===== config.mk =====
export PLATFORM = sky130hd
export DESIGN_NAME = y_packer_flat
export DESIGN_NICKNAME = d
export VERILOG_FILES = /design/src/rtl/y_packer_pkg.sv /design/src/rtl/y_packer_if.sv /design/src/rtl/y_word_slot.sv /design/src/rtl/y_packer.sv /design/src/flat_wrapper.sv
export SDC_FILE = /design/constraint.sdc
export NUM_CORES = 1
export LEC_CHECK = 0
export ABC_CLOCK_PERIOD_IN_PS = 4410
export CAP_MARGIN = 20
export CORE_UTILIZATION = 45
export CTS_CLUSTER_SIZE = 28
export DETAILED_ROUTE_END_ITERATION = 6
export PLACE_DENSITY = 0.77
export REMOVE_ABC_BUFFERS = 1
export SYNTH_ARGS = -nofsm -noshare
export SYNTH_HDL_FRONTEND = slang
export SYNTH_SLANG_ARGS = --single-unit

===== constraint.sdc =====
create_clock -name clk -period 4.41 [get_ports clk]
set_clock_uncertainty 0.1 [all_clocks]
set_input_delay 0.882 -clock clk [delete_from_list [all_inputs] [get_ports clk]]
set_output_delay 0.882 -clock clk [all_outputs]
set_load 0.03 [all_outputs]

===== src/rtl/y_packer_pkg.sv =====
// Shared types and constants for the y_packer result-bit packer.
package y_packer_pkg;

    // Fill-side controller states: FILL accepts bits, HOLD parks a closed
    // word until the output slot can take it.
    typedef enum logic {
        FILL = 1'b0,
        HOLD = 1'b1
    } packer_state_t;

    // Default packed word width.
    localparam int PACK_WIDTH = 32;

endpackage


===== src/rtl/y_packer_if.sv =====
// Bit-in / word-out handshake bundle for y_packer.
interface y_packer_if
    import y_packer_pkg::*;
#(
    parameter int WIDTH = PACK_WIDTH,
    parameter int CW    = $clog2(WIDTH + 1)
) ();

    logic             in_valid;
    logic             in_ready;
    logic             in_bit;
    logic             flush;
    logic             out_valid;
    logic             out_ready;
    logic [WIDTH-1:0] out_data;
    logic [CW-1:0]    out_len;
    logic [CW-1:0]    out_ones;

    // Packer side.
    modport slave (
        input  in_valid, in_bit, flush, out_ready,
        output in_ready, out_valid, out_data, out_len, out_ones
    );

    // Producer/consumer side.
    modport master (
        output in_valid, in_bit, flush, out_ready,
        input  in_ready, out_valid, out_data, out_len, out_ones
    );

endinterface


===== src/rtl/y_word_slot.sv =====
// Output register slice: one packed word with its length and ones count,
// presented on a valid/ready port. Contents only change when the slot is
// empty or being drained, so they stay stable under backpressure.
module y_word_slot
    import y_packer_pkg::*;
#(
    parameter int WIDTH = PACK_WIDTH,
    parameter int CW    = $clog2(WIDTH + 1)
) (
    input  logic             clk,
    input  logic             rst,
    input  logic             load,
    input  logic [WIDTH-1:0] load_data,
    input  logic [CW-1:0]    load_len,
    input  logic [CW-1:0]    load_ones,
    input  logic             out_ready,
    output logic             out_valid,
    output logic [WIDTH-1:0] out_data,
    output logic [CW-1:0]    out_len,
    output logic [CW-1:0]    out_ones,
    output logic             free_or_draining
);

    logic             vld_p1;
    logic [WIDTH-1:0] data_p1;
    logic [CW-1:0]    len_p1;
    logic [CW-1:0]    ones_p1;

    // Slot register: load a closed word, or empty the slot after a handshake.
    always_ff @(posedge clk) begin
        if (rst) begin
            vld_p1  <= 1'b0;
            data_p1 <= '0;
            len_p1  <= '0;
            ones_p1 <= '0;
        end else if (load) begin
            vld_p1  <= 1'b1;
            data_p1 <= load_data;
            len_p1  <= load_len;
            ones_p1 <= load_ones;
        end else if (vld_p1 && out_ready) begin
            vld_p1  <= 1'b0;
        end
    end

    assign free_or_draining = !vld_p1 || out_ready;
    assign out_valid        = vld_p1;
    assign out_data         = data_p1;
    assign out_len          = len_p1;
    assign out_ones         = ones_p1;

endmodule


===== src/rtl/y_packer.sv =====
// Packs the mux result bit Y[0] LSB-first into WIDTH-bit words. A word
// closes when it is full or on flush; closed words move into a one-entry
// output slot, and a second closed word waits in the fill register (HOLD)
// while the slot is backpressured.
module y_packer
    import y_packer_pkg::*;
#(
    parameter int WIDTH = PACK_WIDTH,
    parameter int CW    = $clog2(WIDTH + 1)
) (
    input  logic      clk,
    input  logic      rst,
    y_packer_if.slave bus
);

    localparam logic [CW-1:0] FULL_CNT = CW'(WIDTH);

    packer_state_t    state_q;
    packer_state_t    state_d;
    logic [WIDTH-1:0] shreg;
    logic [CW-1:0]    cnt;
    logic [CW-1:0]    ones;

    logic             in_ready;
    logic             accept;
    logic [WIDTH-1:0] shreg_acc;
    logic [CW-1:0]    cnt_acc;
    logic [CW-1:0]    ones_acc;
    logic             close_word;
    logic             load;
    logic             free_or_draining;

    logic             slot_valid;
    logic [WIDTH-1:0] slot_data;
    logic [CW-1:0]    slot_len;
    logic [CW-1:0]    slot_ones;

    // in_ready comes from registered state only, never from out_ready.
    assign in_ready     = (state_q == FILL) && !rst;
    assign bus.in_ready = in_ready;
    assign accept       = bus.in_valid && in_ready;

    // Fill word as it stands after this cycle's accept. Bits above cnt are
    // always zero, so OR-ing the new bit in at position cnt is enough.
    assign shreg_acc = accept ? (shreg | ({{(WIDTH-1){1'b0}}, bus.in_bit} << cnt)) : shreg;
    assign cnt_acc   = cnt  + {{(CW-1){1'b0}}, accept};
    assign ones_acc  = ones + {{(CW-1){1'b0}}, accept && bus.in_bit};

    // A word closes when it fills up, or on flush with at least one bit.
    assign close_word = (state_q == FILL) &&
                        ((cnt_acc == FULL_CNT) || (bus.flush && (cnt_acc != '0)));

    // FSM state register.
    always_ff @(posedge clk) begin
        if (rst) begin
            state_q <= FILL;
        end else begin
            state_q <= state_d;
        end
    end

    // Next state and slot load: transfer a closed word when the slot can
    // take it, otherwise park it in HOLD until the next output handshake.
    always_comb begin
        state_d = state_q;
        load    = 1'b0;
        case (state_q)
            FILL: begin
                if (close_word) begin
                    if (free_or_draining) begin
                        load = 1'b1;
                    end else begin
                        state_d = HOLD;
                    end
                end
            end
            HOLD: begin
                if (free_or_draining) begin
                    load    = 1'b1;
                    state_d = FILL;
                end
            end
            default: state_d = FILL;
        endcase
    end

    // Fill register and counters: cleared on transfer, advanced on accept.
    always_ff @(posedge clk) begin
        if (rst || load) begin
            shreg <= '0;
            cnt   <= '0;
            ones  <= '0;
        end else if (accept) begin
            shreg <= shreg_acc;
            cnt   <= cnt_acc;
            ones  <= ones_acc;
        end
    end

    y_word_slot #(
        .WIDTH (WIDTH),
        .CW    (CW)
    ) u_slot (
        .clk              (clk),
        .rst              (rst),
        .load             (load),
        .load_data        (shreg_acc),
        .load_len         (cnt_acc),
        .load_ones        (ones_acc),
        .out_ready        (bus.out_ready),
        .out_valid        (slot_valid),
        .out_data         (slot_data),
        .out_len          (slot_len),
        .out_ones         (slot_ones),
        .free_or_draining (free_or_draining)
    );

    assign bus.out_valid = slot_valid;
    assign bus.out_data  = slot_data;
    assign bus.out_len   = slot_len;
    assign bus.out_ones  = slot_ones;

endmodule


===== src/flat_wrapper.sv =====
// flat-port wrapper written by rule: the top's interface ports become plain ports
module y_packer_flat import y_packer_pkg::*;
#(
    parameter int WIDTH = PACK_WIDTH,
    parameter int CW    = $clog2(WIDTH + 1)
)
  (clk, rst, bus_in_valid, bus_in_bit, bus_flush, bus_out_ready, bus_in_ready, bus_out_valid, bus_out_data, bus_out_len, bus_out_ones);
  y_packer_if #(.WIDTH(WIDTH), .CW(CW)) bus_i ();
  input  logic clk;
  input  logic rst;
  input wire logic [$bits(bus_i.in_valid)-1:0] bus_in_valid;
  input wire logic [$bits(bus_i.in_bit)-1:0] bus_in_bit;
  input wire logic [$bits(bus_i.flush)-1:0] bus_flush;
  input wire logic [$bits(bus_i.out_ready)-1:0] bus_out_ready;
  output wire logic [$bits(bus_i.in_ready)-1:0] bus_in_ready;
  output wire logic [$bits(bus_i.out_valid)-1:0] bus_out_valid;
  output wire logic [$bits(bus_i.out_data)-1:0] bus_out_data;
  output wire logic [$bits(bus_i.out_len)-1:0] bus_out_len;
  output wire logic [$bits(bus_i.out_ones)-1:0] bus_out_ones;
  assign bus_i.in_valid = bus_in_valid;
  assign bus_i.in_bit = bus_in_bit;
  assign bus_i.flush = bus_flush;
  assign bus_i.out_ready = bus_out_ready;
  assign bus_in_ready = bus_i.in_ready;
  assign bus_out_valid = bus_i.out_valid;
  assign bus_out_data = bus_i.out_data;
  assign bus_out_len = bus_i.out_len;
  assign bus_out_ones = bus_i.out_ones;
  y_packer #(.WIDTH(WIDTH), .CW(CW)) u_core (.clk(clk), .rst(rst), .bus(bus_i));
endmodule

# Word level (Yosys, flattened, before mapping)
# Cells that the tools add are included.
# W data, S select, Z words.
[op_classes]
addsub = 2
n_eq_ne = 1
n_shift = 1
muxes = 9
bitwise = 2
reduce_logical = 13
[op_table]
columns = ["operator", "count"]
rows = [
  ["$mux W32", 1],
  ["$or A32 B32 Y32", 1],
  ["$shl A1 B6 Y32", 1],
  ["$add A6 B1 Y6", 2],
  ["$eq A6 B6 Y1 const B", 1],
  ["$logic_and A1 B1 Y1", 6],
  ["$mux W1", 6],
  ["$reduce_bool A6 Y1", 1],
  ["$pmux W1 S2", 2],
  ["$logic_or A1 B1 Y1", 3],
  ["$logic_not A1 Y1", 2],
  ["$reduce_bool A2 Y1", 1],
  ["$not A1 Y1", 1],
]
[totals]
register_bits = 90
inputBits = 6
out_inout_bits = 46
word_cells = 36

# Depth between registers and ports, before layout
[depth]
ltp_word = 11
ltp_mapped = 14
mapped_depth_nobuf = 10

# Modules after synthesis
# A second synthesis with hierarchy kept.
[hier_totals]
hier_cells = 390
hier_area_um2 = 3629.7
[modules_own_cells]
columns = ["module", "instances", "cells_per_inst", "area_each_um2", "seq_area_each_um2"]
rows = [
  ["y_packer", 1, 244, 1995.7, 900.9],
  ["y_word_slot", 1, 146, 1634.1, 900.9],
]

# Worst setup path after synthesis
# No wires, ideal clock.
[synth_path]
path_kind = "input -> register"
from = "in rst"
to = "reg u_core.shreg[1]"
setup_time_ns = 0.118
arrival_ns = 3.533
required_ns = 4.192
setup_slack_ns = 0.659
cell_stages = 13
n_path_buf = 3
cell_sequence = "clkbuf_1 nor2_1 nand2_1 inv_2 ha_1 ha_1 nor3b_1 mux2i_2 o21a_1 buf_2 o31ai_4 buf_6 nor2_1"
[synth_via]
elab_chain_len = 11
[synth_lines]
columns = ["element", "line", "text"]
rows = [
  ["start, declared", "flat_wrapper.sv:10", "input logic rst;"],
  ["$logic_not A1 Y1 *", "y_packer.sv:39", "assign in_ready = (state_q == FILL) && !rst;"],
  ["$logic_and A1 B1 Y1 *", "y_packer.sv:39", ""],
  ["net bus_in_ready", "flat_wrapper.sv:15", "output wire logic [$bits(bus_i.in_ready)-1:0] bus_in_ready;"],
  ["$logic_and A1 B1 Y1 *", "y_packer.sv:41", "assign accept = bus.in_valid && in_ready;"],
  ["$add A6 B1 Y6 *", "y_packer.sv:46", "assign cnt_acc = cnt + {{(CW-1){1'b0}}, accept};"],
  ["net u_core.cnt_acc[1]", "y_packer.sv:27", "logic [CW-1:0] cnt_acc;"],
  ["$reduce_bool A6 Y1", "y_packer.sv:51", "((cnt_acc == FULL_CNT) || (bus.flush && (cnt_acc != '0)));"],
  ["$logic_and A1 B1 Y1", "y_packer.sv:51", ""],
  ["$logic_or A1 B1 Y1 *", "y_packer.sv:51", ""],
  ["$logic_and A1 B1 Y1 *", "y_packer.sv:50", "assign close_word = (state_q == FILL) &&"],
  ["$mux W1 *", "y_packer.sv:69", "if (close_word) begin"],
  ["$pmux W1 S2 *", "y_packer.sv:67", "case (state_q)"],
  ["$logic_or A1 B1 Y1 *", "y_packer.sv:89", "if (rst || load) begin"],
  ["end signal, assigned", "y_packer.sv:94", "shreg <= shreg_acc;"],
  ["end, declared", "y_packer.sv:20", "logic [WIDTH-1:0] shreg;"],
]
# Mark *: on every way through the listed nets, which the timed path passes. The rest lies on a longest branch.
# A chain may end at the register's enable or synchronous reset.

# Worst setup path after layout
[layout_path]
from = "in rst"
to = "reg u_core.shreg[3]"
[layout_via]
elab_chain_len = 11
[layout_lines]
columns = ["element", "line"]
rows = [
  ["$logic_not A1 Y1 *", "y_packer.sv:39"],
  ["$logic_and A1 B1 Y1 *", "y_packer.sv:39"],
  ["$logic_and A1 B1 Y1 *", "y_packer.sv:41"],
  ["$add A6 B1 Y6 *", "y_packer.sv:46"],
  ["net u_core.cnt_acc[1]", "y_packer.sv:27"],
  ["$reduce_bool A6 Y1", "y_packer.sv:51"],
  ["$logic_and A1 B1 Y1", "y_packer.sv:51"],
  ["$logic_or A1 B1 Y1 *", "y_packer.sv:51"],
  ["$logic_and A1 B1 Y1 *", "y_packer.sv:50"],
  ["$mux W1 *", "y_packer.sv:69"],
  ["$pmux W1 S2 *", "y_packer.sv:67"],
  ["$logic_or A1 B1 Y1 *", "y_packer.sv:89"],
]
# Marked as above.

==> qor.txt <==
Critical-path cell list -> clkdlybuf4s50_1 > nor2_1 > nand2_1 > inv_2 > ha_1 > ha_1 > nor3b_1 > mux2i_2 > o21a_1 > o31ai_4 > buf_4 > nor2_1
CTS Buf Count -> 9
Critical path data required time -> 4.54 ns
First-pass GRT wire length -> 14.5 mm
Worst Setup EP -> u_core.shreg[3]
Starting Density -> 46.9%
Total wire length -> 8.95 mm
Via count -> 3107
CTS root buffer -> clkbuf_8
Die area -> 0.00899 mm^2
Setup bufs post-CTS -> 0
CP Max Fanout -> 32
P_int -> 1.24 mW
Avg Inst Size Synth -> 9.57 um^2
Post-cts hold buffer count -> 0
I/O pin count -> 52
Clk sinks -> 90
Clk slew on worst S/H paths -> 0.09 ns
Routed length per placed instance -> 16.4 um
Worst r2r path cells -> 12
GRT overflow -> 0
Clock power frac -> 33.1%
Yosys cell types -> 45
Starting DRT DRC Count -> 199
Final Hold Violating Endpoints -> 0
CP peak stage delay -> 0.51 ns
HPWL after detailed placement -> 5.82 mm
Final period utilization -> 83.7%
Finished Core Util -> 55.4%
TritonCTS clock tree -> built
Synth Cell Area -> 0.00388 mm^2
CP Capture Type -> flop
Max Slew Vio Count -> 0
Sequential share of power -> 50.5%
Synth warnings -> 0
Worst-skew pair later-pin latency -> 0.35 ns
Final Total Pwr -> 1.72 mW
Worst min path class -> flop to flop
Final setup fails -> 0
Fin worst setup slack -> 0.717 ns
Synth Register Bits -> 90
ANT cells -> 0
Switch Pwr -> 0.473 mW
Share of cells above drive strength 1 -> 9.09%
CP Launch Type -> input pin
Place WS -> 0.389 ns
Vias/cell -> 5.70
Die H -> 94.8 um
Worst-margin pin slew -> 0.887 ns
GRT Total Usage -> 21.0%
CP Class -> input pin to flop
Port Buffers -> 51
Switching part of the total power -> 27.5%
Post-synthesis cell count -> 405
Crit path max-delay cell type -> clkdlybuf4s50_1
Routability Congestion -> 0.902
Async set-reset flop share out of synthesis -> 0%
Max Freq -> 0.271 GHz
Largest net degree at the start of global routing -> 33
Fin nets -> 446
Core Area -> 0.00826 mm^2
Initial antenna violation count -> 0
Ys flop type -> dfxtp_1
RSZ-0062 raised after global routing -> no
Worst IR Drop VDD -> 0.176 mV
CTS max path bufs -> 2
Post-synth EDFFs -> 0
Max-cap viol count -> 0
# rows -> 33
Vias in the first global route -> 2970
Pre-Repair DR Iteration Count -> 4
Share of total power in combinational logic -> 16.4%
Area Overhead vs Synth -> 18.0%
PD cells -> 375 mW/mm^2
Die width -> 94.8 um
Critical path startpoint -> rst
Max H-tree Level -> 3
Arrival time worst endpoint -> 3.83 ns
Register area share after synthesis -> 46.5%
Post-DRT Antenna Nets -> 0
Outcome -> finished clean
Worst R2R End -> u_core.shreg[3]
Post-CTS Resized -> 0
Residual DRC -> 0
Worst slew margin -> 40.8%
P_leak -> 1.81 nW
RR Startpoint -> u_core.state_q
Post-route minimum period -> 3.69 ns
Worst R2R Setup Slack -> 1.15 ns
==> power groups by stage <==
stage	Sequential [mW]	Clock, mW	Combinational (mW)
after global placement	0.885	0	0.277
final	0.866	0.569	0.281
after global routing	0.871	0.609	0.302
after floorplan	0.952	0	0.0994
after CTS	0.867	0.578	0.282
after detailed placement	0.885	0	0.281
==> sequential cells by signal, indices dropped and copies added, names as in the netlist <==
name and cells:
u_core.ones 6, u_core.u_slot.out_ones 6, u_core.state_q 1, u_core.u_slot.out_data 32
u_core.cnt 6, u_core.u_slot.out_valid 1, u_core.u_slot.out_len 6, u_core.shreg 32
==> worst max-delay path, delay by kind of cell <==
| family | cells | cell delay, ns |
|---|---|---|
| compound gates | 2 | 0.75 |
| fa+ha+maj | 2 | 0.58 |
| buf+inv | 3 | 0.92 |
| mux | 1 | 0.15 |
| simple gates | 4 | 0.52 |
==> how the worst min path moves through the flow <==
stage / to / depth (start not counted) / start / slack [ns]
6_report: u_core.shreg[8] / 2 / u_core.shreg[8] / 0.36
5_1_grt: u_core.shreg[14] / 2 / u_core.shreg[14] / 0.38
4_1_cts: u_core.shreg[17] / 2 / u_core.shreg[17] / 0.36
3_5_place_dp: u_core.shreg[17] / 2 / u_core.shreg[17] / 0.34
3_3_place_gp: u_core.shreg[14] / 2 / u_core.shreg[14] / 0.33
2_1_floorplan: u_core.shreg[0] / 2 / u_core.shreg[0] / 0.32
==> cell usage in the layout, fill, tap and decap left out, types with 2 or more instances in the layout <==
| cell | count |
|---|---|
| a211oi_1 | 16 |
| a21oi_1 | 11 |
| a31oi_1 | 33 |
| and2_1 | 2 |
| buf_4 | 13 |
| clkbuf_8 | 10 |
| clkdlybuf4s50_1 | 51 |
| clkinvlp_4 | 2 |
| dfxtp_1 | 90 |
| ha_1 | 4 |
| inv_1 | 17 |
| inv_6 | 2 |
| nand2_1 | 17 |
| nand3_1 | 3 |
| nor2_1 | 43 |
| nor2b_1 | 2 |
| nor3_1 | 5 |
| nor3_2 | 2 |
| nor3b_1 | 2 |
| nor4b_1 | 3 |
| nor4bb_1 | 2 |
| o211a_1 | 24 |
| o21a_1 | 2 |
| o21ai_0 | 2 |
| o311ai_0 | 14 |
| o311ai_1 | 7 |
| o31a_1 | 17 |
| o31ai_1 | 4 |
| or3_1 | 3 |
| or4_1 | 7 |
| xnor2_1 | 7 |
| xor2_1 | 7 |
==> metal layers <==
metal,global-route usage (%),up-vias,part of all wire [%]
li1,-,1554,-
met1,26.7,1453,44
met2,35.0,90,48
met3,3.54,10,5.7
met4,8.59,0,1.6
met5,0,-,0
==> synth_stat cells, drive strengths merged (2+ instances only) <==
cell type,instances,area (um^2)
buf,27,198
nor3b,2,15.0
o21a,2,15.0
clkbuf,18,67.6
xor2,7,61.3
or4,7,52.6
nor4bb,2,20.0
nor2b,3,18.8
xnor2,7,61.3
nand2,17,63.8
a211oi,17,133
nor2,43,161
nand3,4,25.0
a31oi,33,206
dfxtp,90,1800
a21oi,11,55.1
nor4b,3,26.3
o21ai,3,15.0
o211a,24,240
o31a,17,149
or3,3,18.8
o31ai,5,51.3
ha,4,50.1
nor3,7,40.0
inv,18,67.6
and2,2,12.5
o311ai,21,184
==> through the flow <==
step,cells,instance area (um^2),hold WS [ns],TNS (ns)
2_1_floorplan,360,3610,0.321,-50.33
3_5_place_dp,529,4360,0.341,0
6_report,545,4570,0.359,0
3_3_place_gp,529,4360,0.330,0
4_1_cts,544,4560,0.362,0
5_1_grt,545,4570,0.380,0
==> final cells by class <==
class / instances / area, um^2
flip-flops and latches: 90 / 1800
well taps: 105 / 131
clock buffers: 10 / 138
inverters: 19 / 71.3
repair buffers: 65 / 623
fillers: 756 / 3680
clock inverters: 5 / 62.6
multi-input cells: 251 / 1750
==> cells by family after synthesis <==
family                   after synthesis  synth area share, %
buffers and inverters                 64                 8.68
flip-flops                            90                 46.5
AO/OA/AOI/OAI                        134                 27.3
XOR/XNOR                              14                 3.16
AND/OR/NAND/NOR                       98                 12.8
multiplexers                           1                0.355
adder cells (fa/ha/maj)                4                 1.29
Note: power is estimated with default switching activity, not from simulation.
